<file path="src/rtl/alu8_pkg.sv">
// alu8_pkg
// Shared definitions for the alu8 scheduler slice: the 3-bit opcode
// constants understood by alu8 and the scheduler FSM state type.
// No ports; imported by alu8, alu8_rr_arb and alu8_sched.
package alu8_pkg;

    localparam logic [2:0] OP_ADD = 3'd0;
    localparam logic [2:0] OP_SUB = 3'd1;
    localparam logic [2:0] OP_AND = 3'd2;
    localparam logic [2:0] OP_OR  = 3'd3;
    localparam logic [2:0] OP_XOR = 3'd4;
    localparam logic [2:0] OP_NOT = 3'd5;
    localparam logic [2:0] OP_SHL = 3'd6;
    localparam logic [2:0] OP_SHR = 3'd7;

    typedef enum logic [1:0] {
        IDLE = 2'd0,
        EXEC = 2'd1,
        RESP = 2'd2
    } sched_state_t;

endpackage

</file>
<file path="src/rtl/alu8.sv">
// alu8
// Purely combinational 8-bit ALU shared by all requesters of alu8_sched.
// Ports:
//   a, b : 8-bit operands
//   op   : 3-bit opcode (OP_* from alu8_pkg)
//   y    : 8-bit result, modulo 256, no flags
module alu8
    import alu8_pkg::*;
(
    input  logic [7:0] a,
    input  logic [7:0] b,
    input  logic [2:0] op,
    output logic [7:0] y
);

    always_comb begin
        y = '0;
        case (op)
            OP_ADD: y = a + b;
            OP_SUB: y = a - b;
            OP_AND: y = a & b;
            OP_OR:  y = a | b;
            OP_XOR: y = a ^ b;
            OP_NOT: y = ~a;
            OP_SHL: y = {a[6:0], 1'b0};
            OP_SHR: y = {1'b0, a[7:1]};
            default: y = '0;
        endcase
    end

endmodule

</file>
<file path="src/rtl/alu8_rr_arb.sv">
// alu8_rr_arb
// Combinational round-robin arbiter. The requester just after ptr has the
// highest priority, and the search wraps modulo NREQ.
// Ports:
//   req     : per-requester request bits
//   ptr     : index of the most recently granted requester
//   gnt     : one-hot grant (all zero when no request)
//   gnt_idx : binary index of the granted requester (0 when no request)
module alu8_rr_arb
    import alu8_pkg::*;
#(
    parameter int NREQ = 4,
    parameter int IDW  = $clog2(NREQ)
) (
    input  logic [NREQ-1:0] req,
    input  logic [IDW-1:0]  ptr,
    output logic [NREQ-1:0] gnt,
    output logic [IDW-1:0]  gnt_idx
);

    logic found;

    // Two ascending passes stand in for a rotated search: first the indices
    // above ptr, then the wrapped-around indices up to and including ptr.
    always_comb begin
        gnt     = '0;
        gnt_idx = '0;
        found   = 1'b0;
        for (int i = 0; i < NREQ; i++) begin
            if (!found && req[i] && (IDW'(i) > ptr)) begin
                found   = 1'b1;
                gnt[i]  = 1'b1;
                gnt_idx = IDW'(i);
            end
        end
        for (int i = 0; i < NREQ; i++) begin
            if (!found && req[i] && (IDW'(i) <= ptr)) begin
                found   = 1'b1;
                gnt[i]  = 1'b1;
                gnt_idx = IDW'(i);
            end
        end
    end

endmodule

</file>
<file path="src/rtl/alu8_sched.sv">
// alu8_sched
// Shares one alu8 among NREQ requesters. One operation at a time is
// accepted (IDLE), executed from registered operands (EXEC), and its result
// is held on the response channel until the consumer takes it (RESP).
// Ports:
//   clk, rst_n          : clock and synchronous active-low reset
//   req_valid/req_ready : per-requester handshake, at most one ready bit high
//   req_a, req_b        : packed 8-bit operands, requester i at [8i+7:8i]
//   req_op              : packed 3-bit opcodes, requester i at [3i+2:3i]
//   rsp_valid/rsp_ready : response handshake
//   rsp_id, rsp_out     : owning requester index and 8-bit result
//   busy                : high whenever the FSM is not in IDLE
module alu8_sched
    import alu8_pkg::*;
#(
    parameter int NREQ = 4,
    parameter int IDW  = $clog2(NREQ)
) (
    input  logic              clk,
    input  logic              rst_n,
    input  logic [NREQ-1:0]   req_valid,
    output logic [NREQ-1:0]   req_ready,
    input  logic [NREQ*8-1:0] req_a,
    input  logic [NREQ*8-1:0] req_b,
    input  logic [NREQ*3-1:0] req_op,
    output logic              rsp_valid,
    input  logic              rsp_ready,
    output logic [IDW-1:0]    rsp_id,
    output logic [7:0]        rsp_out,
    output logic              busy
);

    sched_state_t    state;
    sched_state_t    state_nxt;
    logic [IDW-1:0]  ptr;
    logic [IDW-1:0]  id_q;
    logic [IDW-1:0]  gnt_idx;
    logic [NREQ-1:0] gnt;
    logic [7:0]      a_q;
    logic [7:0]      b_q;
    logic [2:0]      op_q;
    logic [7:0]      sel_a;
    logic [7:0]      sel_b;
    logic [2:0]      sel_op;
    logic [7:0]      alu_y;
    logic            accept;
    logic            capture;
    logic            rsp_done;

    alu8_rr_arb #(
        .NREQ (NREQ),
        .IDW  (IDW)
    ) u_arb (
        .req     (req_valid),
        .ptr     (ptr),
        .gnt     (gnt),
        .gnt_idx (gnt_idx)
    );

    alu8 u_alu (
        .a  (a_q),
        .b  (b_q),
        .op (op_q),
        .y  (alu_y)
    );

    // The grant is one-hot, so an OR-style mux over requesters picks the
    // winner's operands without a variable-width index.
    always_comb begin
        sel_a  = '0;
        sel_b  = '0;
        sel_op = '0;
        for (int i = 0; i < NREQ; i++) begin
            if (gnt[i]) begin
                sel_a  = req_a[8*i +: 8];
                sel_b  = req_b[8*i +: 8];
                sel_op = req_op[3*i +: 3];
            end
        end
    end

    always_ff @(posedge clk) begin
        if (!rst_n) begin
            state <= IDLE;
        end else begin
            state <= state_nxt;
        end
    end

    // req_ready is also held low while reset is asserted, so nothing appears
    // to be accepted in a cycle that the reset is about to discard.
    always_comb begin
        state_nxt = state;
        req_ready = '0;
        accept    = 1'b0;
        capture   = 1'b0;
        rsp_done  = 1'b0;
        case (state)
            IDLE: begin
                if (rst_n && (|req_valid)) begin
                    req_ready = gnt;
                    accept    = 1'b1;
                    state_nxt = EXEC;
                end
            end
            EXEC: begin
                capture   = 1'b1;
                state_nxt = RESP;
            end
            RESP: begin
                if (rsp_ready) begin
                    rsp_done  = 1'b1;
                    state_nxt = IDLE;
                end
            end
            default: state_nxt = IDLE;
        endcase
    end

    always_ff @(posedge clk) begin
        if (!rst_n) begin
            ptr       <= IDW'(NREQ - 1);
            id_q      <= '0;
            a_q       <= '0;
            b_q       <= '0;
            op_q      <= '0;
            rsp_valid <= 1'b0;
            rsp_out   <= '0;
            rsp_id    <= '0;
        end else begin
            if (accept) begin
                a_q  <= sel_a;
                b_q  <= sel_b;
                op_q <= sel_op;
                id_q <= gnt_idx;
                ptr  <= gnt_idx;
            end
            if (capture) begin
                rsp_out   <= alu_y;
                rsp_id    <= id_q;
                rsp_valid <= 1'b1;
            end else if (rsp_done) begin
                rsp_valid <= 1'b0;
            end
        end
    end

    assign busy = (state != IDLE);

endmodule

</file>
<file path="config.mk">
export PLATFORM = sky130hd
export DESIGN_NAME = alu8_sched
export DESIGN_NICKNAME = d
export VERILOG_FILES = /design/src/rtl/alu8_pkg.sv /design/src/rtl/alu8.sv /design/src/rtl/alu8_rr_arb.sv /design/src/rtl/alu8_sched.sv
export SDC_FILE = /design/constraint.sdc
export NUM_CORES = 1
export LEC_CHECK = 0
export ABC_AREA = 1
export BUFFER_PORTS_ARGS = -buffer_cell sky130_fd_sc_hd__buf_4
export CORE_MARGIN = 2
export CORE_UTILIZATION = 50
export CTS_BUF_LIST = sky130_fd_sc_hd__clkbuf_8
export DETAILED_ROUTE_END_ITERATION = 6
export GPL_TIMING_DRIVEN = 0
export PLACE_DENSITY = 0.77
export SLEW_MARGIN = 20
export SYNTH_ARGS = -nofsm -noshare
export SYNTH_HDL_FRONTEND = slang
export SYNTH_SLANG_ARGS = --single-unit
</file>
<file path="constraint.sdc">
create_clock -name clk -period 3.3 [get_ports clk]
set_input_delay 0.33 -clock clk [delete_from_list [all_inputs] [get_ports clk]]
set_output_delay 0.33 -clock clk [all_outputs]
set_load 0.02 [all_outputs]
</file>
## Yosys cells after proc, flatten, opt, wreduce, memory -nomap -nowiden

Index checks and enable logic that the tools add are counted.

| storage, ports and cells | value |
|---|---|
| bits in latches | 0 |
| input bits | 83 |
| memories | 0 |
| memory bits (writable) | 0 |
| word-level logic and storage cells | 109 |
| register bits | 36 |
| output and inout bits | 16 |
| ROM bits | 0 |

| cells by class | value |
|---|---|
| multiplexer cells | 46 |
| add/subtract/negate cells | 2 |
| reductions and logical operators | 29 |
| div/mod/pow operators | 0 |
| bitwise logic cells | 4 |
| $lt $le $gt $ge | 8 |
| multiply operators | 0 |
| equal/unequal tests | 11 |
| shift-type cells | 0 |

Operators by type and width:

| kind | count |
|---|---|
| $mux W8 | 8 |
| $pmux W8 S8 | 1 |
| $mux W1 | 22 |
| $logic_and A1 B1 Y1 | 16 |
| $mux W2 | 8 |
| $eq A3 B3 Y1 const B | 4 |
| $mux W3 | 4 |
| $add A8 B8 Y8 | 1 |
| $and A8 B8 Y8 | 1 |
| $mux W4 | 2 |
| $not A8 Y8 | 1 |
| $or A8 B8 Y8 | 1 |
| $sub A8 B8 Y8 | 1 |
| $xor A8 B8 Y8 | 1 |
| $logic_not A1 Y1 | 7 |
| $eq A3 B2 Y1 const B | 2 |
| $pmux W2 S3 | 1 |
| $gt A1 B2 Y1 const A | 2 |
| $gt A2 B2 Y1 const A | 2 |
| $le A1 B2 Y1 const A | 2 |
| $le A2 B2 Y1 const A | 2 |
| $ne A2 B2 Y1 const B | 2 |
| $reduce_bool A2 Y1 | 2 |
| $reduce_or A4 Y1 | 1 |
| other kinds (6) | 6 |

## Logic depth before layout (Yosys ltp)

| logic depth | value |
|---|---|
| depth in word-level cells | 33 |
| mapped depth | 18 |
| depth with buffers taken out | 18 |

## Modules after synthesis

From an unflattened synthesis, not the netlist that was laid out.

| second synthesis, totals | value |
|---|---|
| cells, all modules | 559 |
| area, all modules | 3278.1 um^2 |

By module, submodules not included:

| module | area each (um^2) | cells each | times used | sequential area each (um^2) |
|---|---|---|---|---|
| alu8_sched | 2000.7 | 334 | 1 | 720.7 |
| alu8 | 1119.8 | 193 | 1 | 0.0 |
| alu8_rr_arb | 157.7 | 32 | 1 | 0.0 |

## Worst setup path before layout

Ideal clock, no wire load.

| path | value |
|---|---|
| kind | register to register |
| start point | reg b_q[1] |
| end point | reg rsp_out[7] |
| setup time | 0.138 ns |
| clock period less this slack | 2.170 ns |
| data arrival time | 2.031 ns |
| buffers on the path | 0 |
| data required time | 3.162 ns |
| setup slack | 1.130 ns |
| cell stages (with the launch flop) | 18 |
| path through | dfxtp_1 inv_1 ha_1 inv_1 nor3_1 inv_1 o31ai_1 xor2_1 inv_1 ha_1 nand2_1 o21a_1 nand2_1 inv_1 nand2_1 nand3_1 nand2_1 a21oi_1 |

| between the ends | value |
|---|---|
| longest elaborated chain between the ends | 2 |
| elaborated cells between the ends (all ways) | 3 |
| those cells by class | add/sub: 2; mux: 1 |

RTL lines:

| element | line | RTL |
|---|---|---|
| start: declaration | alu8_sched.sv:40 | `logic [7:0] b_q;` |
| start signal: assignment | alu8_sched.sv:133 | `b_q <= sel_b;` |
| $sub A8 B8 Y8 / $add A8 B8 Y8 (equally long branches) | alu8.sv:20, alu8.sv:19 |  |
| $pmux W8 S8 * | alu8.sv:18 | `case (op)` |
| end signal: assignment | alu8_sched.sv:139 | `rsp_out <= alu_y;` |
| end: declaration | alu8_sched.sv:29 | `output logic [7:0] rsp_out,` |

Every way passes the cells marked *; elsewhere a longest branch is shown, timed or not.
A chain may end at the register's enable or synchronous reset.

## Worst setup path in the final report

| path | value |
|---|---|
| start point | reg op_q[2] |
| end point | reg rsp_out[3] |

| between the ends | value |
|---|---|
| longest elaborated chain between the ends | 2 |
| elaborated cells between the ends (all ways) | 9 |
| those cells by class | eq/ne: 7; mux: 1; reduce/logical: 1 |

RTL lines:

| element | line | RTL |
|---|---|---|
| start: declaration | alu8_sched.sv:41 | `logic [2:0] op_q;` |
| start signal: assignment | alu8_sched.sv:134 | `op_q <= sel_op;` |
| $eq A3 B3 Y1, or another cell as far along | alu8.sv:18 |  |
| $pmux W8 S8 * | alu8.sv:18 |  |

Marked as above.

==> flow_summary.ini <==
[outcome]
status = finished, final reports clean

[setup_path]
cp-start-kind = register
path_cells = inv_1 -> nand3_1 -> nand2_1 -> xor2_1 -> ha_1 -> a21oi_1 -> nand2_1 -> xnor2_1 -> nor2_1 -> o21ai_0 -> a21oi_1
path_depth = 11
worstPathRequired_ns = 3.45
cp_max_fo = 9
slowest_delay_ns = 0.46
crit_path_end_kind = register
slowest_stage = dfxtp_1
r2r_cells = 11
cp_num_buf_inv = 1
cp.arrival_ns = 2.73
critPathTopFamily = simple AND/OR/NAND/NOR gates
path_class = reg2reg
r2r_setup_slack_ns = 0.72

[pwr]
power_density_nw_per_um2 = 470
p_leak_nw = 2.32
peakVddDrop_mv = 0.189

[detailed_routing]
routedWlPerCell_um = 13.1
vias_per_cell = 5.15
via_count = 3864
antenna_left = 0
drtIter0Drc = 198
drc = 0
drt_wl_total_um = 9860
drt_pass1_iterations = 6

[sta]
fin_tns_setup_ns = 0
finalMaxSlewViolations = 0
fin_crit_sh_pct = 78.1
setup_viol = 0
max-slew-margin-rel_pct = 54.4
period_needed_ns = 2.58
fmax_mhz = 388
timing.final.hold_violations = 0
setup_ws_ns = 0.722
rsz0062_at_grt = no
skew_ns = 0.0103
worstMarginPinSlew_ns = 0.682
whs_ns = 0.326

[yosys]
synth_top_cells_by_count = nand2_1 (204), inv_1 (85), a21oi_1 (41), dfxtp_1 (36), nor2_1 (32)
synth.most_common_cell = nand2_1
ys_async_sr_fraction_pct = 0
synth_top_cell_by_area = nand2_1
seq_area_frac_synth_pct = 20.7
synth_ff_type = dfxtp_1
avgSynthCellArea_um2 = 6.15
syn_nets = 673
yosysWarnings = 0
netlist_area_um2 = 3480
ys_top_cells_by_area = nand2_1 (22%), dfxtp_1 (21%), inv_1 (9.2%), ha_1 (8.6%), a21oi_1 (5.9%)
synth_top_cell_area_share_pct = 22.0
synth_edf_count = 0
syn_inst = 565
ys_ff_latch = 36
ys_types = 40

[cells_and_area]
drive_above_1_share_pct = 24.6
syn_to_final_growth_pct = 27.3
antenna-diode-count = 0
nets = 778

[clocking]
clock_latency_ns = 0.29
cts_buffer_depth = 2
clkSinkCount = 36
htree_levels = 2
cts_buffers = 5
clkTransAtPathRegs_ns = 0.08
cts_resized = 0
cts_tree = built
cts_hold_buffers = 0
cts-root-buf = clkbuf_8
post_cts_buffers = 0

[min_path]
worstHoldPathType = in2reg
whs_path_depth = 3

[die]
initial_core_util_pct = 51.5
core_um2 = 6760
die_h_um = 87.4
die_w_um = 87.4
die_area_um2 = 7640
ios = 99
num_rows = 30

[place]
dpl.hpwl_um = 8170
portBuffers = 98
pre_cts_slack_ns = 0.782
gp_congestion = 0.915

[global_route]
track_usage_pct = 26.4
grt-ovfl-total = 0
grt_pass1_wl_um = 16300
antenna_found_initial = 0
grt_max_degree = 14
grt_pass1_vias = 3773

[run]
maxCapViolCount = 0
-- registers in the layout, indices dropped and copies added (netlist names) --
signal / cells
op_q: 3
rsp_valid: 1
a_q: 8
ptr: 2
rsp_id: 2
b_q: 8
rsp_out: 8
id_q: 2
state: 2
-- worst register-to-register path, cell delays in order (launching register included) --
cell	delay [ns]
dfxtp_1	0.46
inv_1	0.13
nand3_1	0.33
nand2_1	0.12
xor2_1	0.17
ha_1	0.37
a21oi_1	0.23
nand2_1	0.12
xnor2_1	0.15
nor2_1	0.06
o21ai_0	0.23
a21oi_1	0.09
-- cell families (layout without fill, tap and decap cells) --
group | Yosys count | in the layout | share of synthesized area [%]
compound gates | 82 | 82 | 14.4
xor+xnor | 8 | 8 | 2.02
fa+ha+maj | 25 | 25 | 9.21
buf+inv | 104 | 210 | 13.2
flops | 36 | 36 | 20.7
simple gates | 310 | 310 | 40.4
-- power by group --
group / leakage, nW / internal (mW) / switching (mW)
combinational: 1.97 / 0.454 / 0.658
clock: 0.0548 / 0.228 / 0.176
sequential: 0.295 / 0.497 / 0.0702
-- worst paths after layout --
| check | from | end |
|---|---|---|
| setup / recovery | op_q[2] | rsp_out[3] |
| hold / removal | rsp_ready | state[1] |
| setup reg to reg | op_q[2] | rsp_out[3] |
| hold reg to reg | rsp_out[7] | rsp_out[7] |
-- per-stage QoR --
stage | power (mW) | instance area (µm²) | util [%] | instances
finish | 2.08 | 4430 | 65.5 | 751
floorplan | 1.35 | 3480 | - | 565
CTS | 2.08 | 4430 | 65.5 | 751
global route | 2.24 | 4430 | 65.5 | 751
detailed placement | 1.68 | 4310 | 63.8 | 743
global placement | 1.64 | 4310 | 63.8 | 743
-- placed cells by master (no fill, tap or decap), types with 7 or more instances in the layout --
cell,synthesis,final
nor2_1,32,32
buf_4,4,102
nand3_1,26,26
inv_1,85,85
dfxtp_1,36,36
nand2_2,13,13
nand3_2,14,14
nand4_1,7,7
a21oi_2,10,10
a21oi_1,41,41
nand2_1,204,204
o21ai_0,14,14
ha_1,24,24
-- layout make-up --
cell class	instances	area, µm²
fillers	661	2330
repair buffers	98	736
clock inverters	3	46.3
plain buffers	16	128
flip-flops and latches	36	721
clock buffers	5	68.8
inverters	88	330
multi-input cells	425	2300
well taps	80	100
-- metal layers --
metal,share of wire (%),vias up,global-route usage [%]
met5,0,-,0
met4,0.73,0,4.62
met3,5.0,9,4.08
met2,51,111,50.3
met1,43,1755,31.1
li1,-,1989,-
No activity file was read; power rests on OpenSTA's default activity.
